--- config.mk ---
export PLATFORM = sky130hd
export DESIGN_NAME = ws2811_receiver
export DESIGN_NICKNAME = d
export VERILOG_FILES = /design/src/rtl/ws2811_receiver.sv
export SDC_FILE = /design/constraint.sdc
export NUM_CORES = 1
export LEC_CHECK = 0
export ABC_CLOCK_PERIOD_IN_PS = 4500
export BUFFER_PORTS_ARGS = -buffer_cell sky130_fd_sc_hd__buf_2
export CORE_ASPECT_RATIO = 1.75
export CORE_MARGIN = 1
export CORE_UTILIZATION = 30
export CTS_CLUSTER_SIZE = 14
export DETAILED_ROUTE_END_ITERATION = 6
export PLACE_DENSITY = 0.56
export SLEW_MARGIN = 20
export SYNTH_ARGS = -nofsm -noshare
export SYNTH_HDL_FRONTEND = slang
export SYNTH_SLANG_ARGS = --single-unit
--- constraint.sdc ---
create_clock -name clkIN -period 4.5 [get_ports clkIN]
set_input_delay 0.45 -clock clkIN [delete_from_list [all_inputs] [get_ports clkIN]]
set_output_delay 0.45 -clock clkIN [all_outputs]
set_load 0.02 [all_outputs]
--- src/rtl/ws2811_receiver.sv ---
// WS2811 800 kHz NRZ receiver: decodes the first 24 bits after a reset gap into a GRB word and regenerates later bits downstream.
// Latency: 3 clkIN edges from a dataIN transition to any registered output (2-FF synchronizer plus output register).
// Backpressure: none; the line is free-running, and timing violations pulse errorOUT and wait for the next reset gap.
module ws2811_receiver #(
    parameter int CLOCK_SPEED  = 50_000_000,
    parameter int THRESHOLD_NS = 600,
    parameter int MIN_HIGH_NS  = 100,
    parameter int MAX_HIGH_NS  = 2000,
    parameter int RESET_NS     = 50_000
) (
    input  logic        clkIN,
    input  logic        resetIN,
    input  logic        dataIN,
    output logic [23:0] dataOUT,
    output logic        validOUT,
    output logic        forwardOUT,
    output logic        frameOUT,
    output logic        errorOUT
);

    // 64-bit intermediate: kHz * ns overflows 32 bits for the reset gap
    localparam longint KHZ        = longint'(CLOCK_SPEED / 1000);
    localparam int     THRESH_CYC = int'(KHZ * THRESHOLD_NS / 1_000_000);
    localparam int     MIN_CYC    = int'(KHZ * MIN_HIGH_NS / 1_000_000);
    localparam int     MAX_CYC    = int'(KHZ * MAX_HIGH_NS / 1_000_000);
    localparam int     RESET_CYC  = int'(KHZ * RESET_NS / 1_000_000);
    // one spare count so the low counter can park just past RESET_CYC
    localparam int     CW         = $clog2(RESET_CYC + 2);

    localparam logic [CW-1:0] THRESH_C  = CW'(THRESH_CYC);
    localparam logic [CW-1:0] MIN_C     = CW'(MIN_CYC);
    localparam logic [CW-1:0] MAX_C     = CW'(MAX_CYC);
    localparam logic [CW-1:0] RESET_C   = CW'(RESET_CYC);
    localparam logic [CW-1:0] LOW_SAT_C = CW'(RESET_CYC + 1);

    typedef enum logic [1:0] {WAIT_RESET, IDLE, HIGH, FORWARD} state_t;

    state_t        state_q, state_d;
    logic          s1_q, s1_d, s2_q, s2_d, s3_q, s3_d;
    logic [CW-1:0] high_cnt_q, high_cnt_d, low_cnt_q, low_cnt_d;
    logic [4:0]    bit_cnt_q, bit_cnt_d;
    logic [23:0]   shift_q, shift_d, data_q, data_d;
    logic          valid_q, valid_d, forward_q, forward_d;
    logic          frame_q, frame_d, error_q, error_d;

    logic          rise, fall, gap;
    logic [23:0]   next_shift;

    assign rise       = s2_q & ~s3_q;
    assign fall       = ~s2_q & s3_q;
    // the low counter parks at RESET_CYC+1, so this is true for exactly one cycle per gap
    assign gap        = ~s2_q && (low_cnt_q == RESET_C);
    assign next_shift = {shift_q[22:0], (high_cnt_q >= THRESH_C)};

    assign dataOUT    = data_q;
    assign validOUT   = valid_q;
    assign forwardOUT = forward_q;
    assign frameOUT   = frame_q;
    assign errorOUT   = error_q;

    // synchronizer chain and saturating pulse-width counters
    always_comb begin
        s1_d       = dataIN;
        s2_d       = s1_q;
        s3_d       = s2_q;
        high_cnt_d = high_cnt_q;
        if (rise) begin
            high_cnt_d = CW'(1);
        end else if (s2_q && (high_cnt_q != '1)) begin
            high_cnt_d = high_cnt_q + CW'(1);
        end
        low_cnt_d = low_cnt_q;
        if (s2_q) begin
            low_cnt_d = '0;
        end else if (low_cnt_q != LOW_SAT_C) begin
            low_cnt_d = low_cnt_q + CW'(1);
        end
    end

    // decoder FSM: next state, bit capture and output pulses
    always_comb begin
        state_d   = state_q;
        bit_cnt_d = bit_cnt_q;
        shift_d   = shift_q;
        data_d    = data_q;
        valid_d   = 1'b0;
        forward_d = 1'b0;
        frame_d   = 1'b0;
        error_d   = 1'b0;
        case (state_q)
            WAIT_RESET: begin
                if (gap) begin
                    frame_d = 1'b1;
                    state_d = IDLE;
                end
            end
            IDLE: begin
                if (rise) begin
                    state_d = HIGH;
                end else if (gap) begin
                    // a gap part-way through a pixel means the word was truncated
                    frame_d   = 1'b1;
                    error_d   = (bit_cnt_q != 5'd0);
                    bit_cnt_d = '0;
                    shift_d   = '0;
                end
            end
            HIGH: begin
                if (fall) begin
                    if (high_cnt_q < MIN_C) begin
                        error_d   = 1'b1;
                        bit_cnt_d = '0;
                        shift_d   = '0;
                        state_d   = WAIT_RESET;
                    end else begin
                        shift_d   = next_shift;
                        bit_cnt_d = bit_cnt_q + 5'd1;
                        if (bit_cnt_q == 5'd23) begin
                            data_d  = next_shift;
                            valid_d = 1'b1;
                            state_d = FORWARD;
                        end else begin
                            state_d = IDLE;
                        end
                    end
                end else if (high_cnt_q >= MAX_C) begin
                    error_d   = 1'b1;
                    bit_cnt_d = '0;
                    shift_d   = '0;
                    state_d   = WAIT_RESET;
                end
            end
            FORWARD: begin
                if (gap) begin
                    frame_d   = 1'b1;
                    bit_cnt_d = '0;
                    shift_d   = '0;
                    state_d   = IDLE;
                end else begin
                    forward_d = s2_q;
                end
            end
            default: state_d = WAIT_RESET;
        endcase
    end

    // state and output registers, cleared asynchronously
    always_ff @(posedge clkIN or posedge resetIN) begin
        if (resetIN) begin
            state_q    <= WAIT_RESET;
            s1_q       <= 1'b0;
            s2_q       <= 1'b0;
            s3_q       <= 1'b0;
            high_cnt_q <= '0;
            low_cnt_q  <= '0;
            bit_cnt_q  <= '0;
            shift_q    <= '0;
            data_q     <= '0;
            valid_q    <= 1'b0;
            forward_q  <= 1'b0;
            frame_q    <= 1'b0;
            error_q    <= 1'b0;
        end else begin
            state_q    <= state_d;
            s1_q       <= s1_d;
            s2_q       <= s2_d;
            s3_q       <= s3_d;
            high_cnt_q <= high_cnt_d;
            low_cnt_q  <= low_cnt_d;
            bit_cnt_q  <= bit_cnt_d;
            shift_q    <= shift_d;
            data_q     <= data_d;
            valid_q    <= valid_d;
            forward_q  <= forward_d;
            frame_q    <= frame_d;
            error_q    <= error_d;
        end
    end

endmodule
# [After elaboration in Yosys (flattened, before gate mapping)]
# Cells that the tools add are included.
[totals] inputBits=3 reg_bits=86 output_inout_bits=28 elab_cells=84
[op_classes] addsub=3 n_lt_le_gt_ge=3 n_reduce_logical=11 bitwise=5 muxes=38 n_eq_ne=11
[op_table] cell="$mux 24" count=5
[op_table] cell="$pmux 24 s3" count=1
[op_table] cell="$mux 12" count=4
[op_table] cell="$mux 5" count=5
[op_table] cell="$add 12x1->12 const B" count=2
[op_table] cell="$ne 12x12->1 const B" count=2
[op_table] cell="$pmux 5 s3" count=1
[op_table] cell="$mux 1" count=13
[op_table] cell="$eq 12x12->1 const B" count=1
[op_table] cell="$ge 12x5->1 const B" count=1
[op_table] cell="$ge 12x7->1 const B" count=1
[op_table] cell="$lt 12x3->1 const B" count=1
[op_table] cell="$mux 2" count=6
[op_table] cell="$pmux 2 s3" count=1
[op_table] cell="$reduce_and 3->1" count=2
[op_table] cell="$add 5x1->5 const B" count=1
[op_table] cell="$eq 5x5->1 const B" count=1
[op_table] cell="$reduce_bool 5->1" count=1
[op_table] cell="$eq 2x2->1 const B" count=2
[op_table] cell="$ne 2x2->1 const B" count=2
[op_table] cell="$pmux 1 s2" count=2
[op_table] cell="$reduce_and 4->1" count=1
[op_table] cell="$reduce_bool 2->1" count=2
[op_table] cell="$ne 3x3->1 const B" count=1
[op_table] cell="8 further kinds" count=12

# [Longest topological paths before layout]
[depth] word_depth=5 mapped_depth=9 depth_no_buf=7

# [Worst setup path after synthesis]
# OpenSTA, ideal clock, no wires.
[synth_timing] path_type="register -> register" start="register high_cnt_q[0]" end="register data_q[14], in the netlist dataOUT[14]" path_stages_with_launch=8 arrival_time_ps=1801 synth_period_minus_slack_ps=1926 setup_time_ps=125 t_required_ps=4375 path_buffers=1 slack_ps=2574 path_cell_list="dfrtp_1 > inv_1 > ha_1 > o2111ai_1 > nand3_1 > nor2_2 > buf_6 > mux2_2"
[synth_between] elab_chain_len=3
[synth_lines] item="from (decl)" line_no="40" rtl="logic [CW-1:0] high_cnt_q, high_cnt_d, low_cnt_q, low_cnt_d;"
[synth_lines] item="from (signal assigned)" line_no="168" rtl="high_cnt_q <= high_cnt_d;"
[synth_lines] item="$lt 12x3->1" line_no="110" rtl="if (high_cnt_q < MIN_C) begin"
[synth_lines] item="$not 1->1 (no source line)"
[synth_lines] item="$reduce_and 4->1 (no source line)"
[synth_lines] item="to (signal assigned)" line_no="172" rtl="data_q <= data_d;"
[synth_lines] item="to (decl)" line_no="42" rtl="logic [23:0] shift_q, shift_d, data_q, data_d;"
# No other way between the ends.
# A chain may end at the register's enable or synchronous reset.

# [Worst setup path after layout]
[layout_timing] start="register s2_q" end="register bit_cnt_q[4]"
[layout_between] elab_chain_len=5 word_cells_on_any_way=11 cone_classes="2 x eq/ne; 4 x mux; 3 x bitwise; 2 x reduce/logical"
[layout_lines] item="from (decl)" line_no="39" rtl="logic s1_q, s1_d, s2_q, s2_d, s3_q, s3_d;"
[layout_lines] item="from (signal assigned)" line_no="152" rtl="s2_q <= 1'b0;"
[layout_lines] item="from (signal assigned)" line_no="166" rtl="s2_q <= s2_d;"
[layout_lines] item="$not 1->1" line_no="50, 52"
[layout_lines] item="$logic_and 1x1->1" line_no="52" rtl="assign gap = ~s2_q && (low_cnt_q == RESET_C);"
[layout_lines] item="$mux 5 (2 in series)"
[layout_lines] item="$pmux 5 s3" line_no="90" rtl="case (state_q)"
[layout_lines] item="to (signal assigned)" line_no="170" rtl="bit_cnt_q <= bit_cnt_d;"
[layout_lines] item="to (decl)" line_no="41" rtl="logic [4:0] bit_cnt_q, bit_cnt_d;"
# Parallel ways exist; a longest one is shown, timed or not. The select of a mux whose other input is x is not followed.

==> impl_metrics.tcl <==
set metrics [dict create \
    status "finished clean" \
    number_of_antenna_violations_at_the_first_check_in_global_routing 0 \
    yosys_register_bits 85 \
    rr_startpoint "s2_q$_DFF_PP0_" \
    type_of_the_most_critical_hold_path "in -> async" \
    n_fill_cell 1248 \
    grt_setup_unrepaired "no" \
    clock_latency_ns 0.34 \
    floorplan.initialDensity 0.308 \
    timing.critical_path.required_ns 4.72 \
    synth.area.mux_share 0.0783 \
    maxCapViolations 0 \
    synth-compound-area-share 0.0929 \
    fmaxAchievable_mhz 384 \
    first_global_vias 2805 \
    yosys_warnings 0 \
    syn_area_per_cell_sq_um 10.5 \
    detailedPlacementHpwl_microns 5270 \
    tritoncts "done" \
    final-max-slew-violation-count 0 \
    power_leakage_nw 2.05 \
    viasPerCell 4.74 \
    chipWidth_microns 87.7 \
    routed_wl_microns 7610 \
    power.density_nw_per_um2 356 \
    grt_first_pass_wirelength_microns 13300 \
    predominant_post_synthesis_flop_cell "dfrtp_1" \
    placementRows 54 \
    synth_edf_count 0 \
    synth_top_family_by_area "simple AND/OR/NAND/NOR gates" \
    place_congestion 0.830 \
    worst_slack_ns 1.90 \
    final_core_utilization 0.356 \
    final-hold-violation-count 0 \
    cts_setup_buffers 0 \
    ctsHoldBuffers 0 \
    ctsRootBufferMaster "clkbuf_16" \
    worst_setup_path_end_kind "register" \
    synth.distinct_cells 46 \
    worst_reg_to_reg_path_cell_count 6 \
    final_cell_area_sq_um 4450 \
    critPathLaunch "s2_q$_DFF_PP0_" \
    post_synth_fa_ha_maj_area_fraction 0.0357 \
    finalCritPeriodShare 0.578 \
    design.portCount 31 \
    finalClockSkew_ns 0.00792 \
    cts.htree.levels 3 \
    synth_commonest_cells "dfrtp_1, nand2_1, o21ai_0" \
    count_of_input_and_output_buffers 30 \
    synthToLayoutAreaGrowth_pct 15.7 \
    synthesis.instances 367 \
    core_sq_um 12500 \
    die_height_microns 152 \
    crit_path_max_incr_delay_ns 0.74 \
    critical_path_peak_fanout 53 \
    wl_per_cell_microns 13.4 \
    async_reset_ff_frac 1.00 \
    placement.cell_area_sq_um 4150 \
    drtPass1Iterations 4 \
    route.antenna.remaining_nets 0 \
    count_leader_synth "dfrtp_1" \
    finalNetCount 410 \
    fin_setup_tns_ns 0 \
    finalWorstPathRequiredPeriod_ns 2.60 \
    ctsLongestPathBuffers 2 \
    netlist.area_leader.share 0.552 \
    grt-ovfl-total 0 \
    synthSimpleGateAreaFrac 0.173 \
    synthesis.area_sq_um 3850 \
    startpoint_type "register" \
    drt_iter0_drc 63 \
    worst_slew_margin_rel 0.476 \
    sequential_share_of_the_synthesized_area 0.552 \
    post_cts.resized_instances 0 \
    die_area_sq_um 13300 \
    number_of_design_rule_violations_left_after_detail_routing 0 \
    cts_made_buffers 9 \
    final_layout_size_suffix_gt1_frac 0.204 \
    cp_cell_sequence "nor2b_1, a22o_1, a221o_1, buf_4, or2_4, o22ai_1" \
    clk_pin_slew_worst_paths_ns 0.06 \
    setup.worst_path.class "reg -> reg" \
    synthesis.nets 381 \
    clock_sinks 85 \
    place_worst_setup_slack_ns 1.68 \
    worstMarginPinSlew_ns 0.784 \
    post_synth_main_area_contributors "dfrtp_1, mux2_2, nand2_1" \
    ir_drop_uv 161 \
    cp_slowest_cell "dfrtp_1" \
    synth_xor_area_frac 0.0296 \
    crit_arrival_ns 2.83 \
    antenna_fix_cells 0 \
    track_usage 0.128 \
    grt_start_max_net_pins 54 \
    yosysTopAreaCell "dfrtp_1" \
    finish_stage_setup_viols 0 \
    dr_total_vias 2695 \
]
## cells in the final DEF, fill, tap and decap left out, types with 2 or more instances in the layout
cell type,synthesis,layout
o311ai_1,2,2
o21ai_1,3,3
o2111ai_1,2,2
buf_4,1,3
nor2b_1,2,2
a31oi_1,2,2
o22ai_1,3,3
and2_1,3,3
ha_1,11,11
nand3_1,11,11
nand4_1,8,8
xnor2_1,6,6
and3_1,3,3
clkbuf_16,0,9
inv_1,15,14
nand2_1,61,61
a21oi_1,10,10
mux2i_1,2,2
nor2_1,26,26
inv_6,0,2
mux2_2,25,25
clkinv_2,0,3
nand2b_1,4,4
nor4_2,2,2
or3_1,2,2
nor3_1,10,10
dfrtp_1,85,85
o21ai_0,29,29
nor2_4,0,2
xor2_1,7,7
buf_2,5,30
clkinvlp_4,0,2
## routing by layer
layer  wire [microns]  track usage  vias to the layer above
met5                0            0                        -
met4              171       0.0546                        0
met3              188       0.0299                       13
met2             4100        0.224                       37
met1             3150        0.145                     1326
li1                 -            -                     1319
## flip-flops by register name, summed over array words and instances (netlist names)
signal	cells
dataOUT	24
validOUT	1
forwardOUT	1
high_cnt_q	12
frameOUT	1
low_cnt_q	12
bit_cnt_q	5
s2_q	1
s3_q	1
errorOUT	1
s1_q	1
state_q	2
shift_q	23
## area by class of cell
cell class,count,area [sq um],area share
repair buffers,33,173,0.0388
inverters,15,57.6,0.0129
clock inverters,7,72.6,0.0163
well taps,168,210,0.0472
multi-input cells,252,1590,0.357
flip-flops and latches,85,2130,0.478
clock buffers,9,225,0.0506
## critical path, delay by kind of cell (launching register included)
family          cells  cell delay (ns)
simple gates        2             0.94
flops               1             0.74
compound gates      3             0.43
buf+inv             1             0.39
## report_power, final
group | total, mW | internal (mW) | switching [mW]
Sequential | 0.792 | 0.773 | 0.0190
Combinational | 0.0519 | 0.0167 | 0.0352
Clock | 0.741 | 0.432 | 0.309
Total | 1.58 | 1.22 | 0.363
## path summary, 6_finish.rpt
check / endpoint / slack, ns
setup / recovery: bit_cnt_q[4]$_DFFE_PP0P_ / 1.90
hold / removal: dataOUT[22]$_DFFE_PP0P_ / 0.16
setup reg to reg: bit_cnt_q[4]$_DFFE_PP0P_ / 1.90
hold reg to reg: s2_q$_DFF_PP0_ / 0.36
max in group asynchronous: high_cnt_q[4]$_DFFE_PP0P_ / 3.29
min in group clkIN: s1_q$_DFF_PP0_ / 0.23
## cells by family (layout without fill, tap and decap cells)
family,Yosys count,in the layout
AND/OR/NAND/NOR,141,141
flip-flops,85,85
AO/OA/AOI/OAI,60,60
buffers and inverters,30,64
multiplexers,27,27
XOR/XNOR,13,13
adder cells (fa/ha/maj),11,11
## through the flow
step	instances	total power, mW	hold WS [ns]
after floorplan	367	0.845	0.331
after global placement	553	0.857	0.360
after detailed placement	553	0.859	0.337
after CTS	569	1.61	0.183
after global routing	569	1.65	0.219
final	569	1.58	0.161
Power figures use the tool's default switching activity.
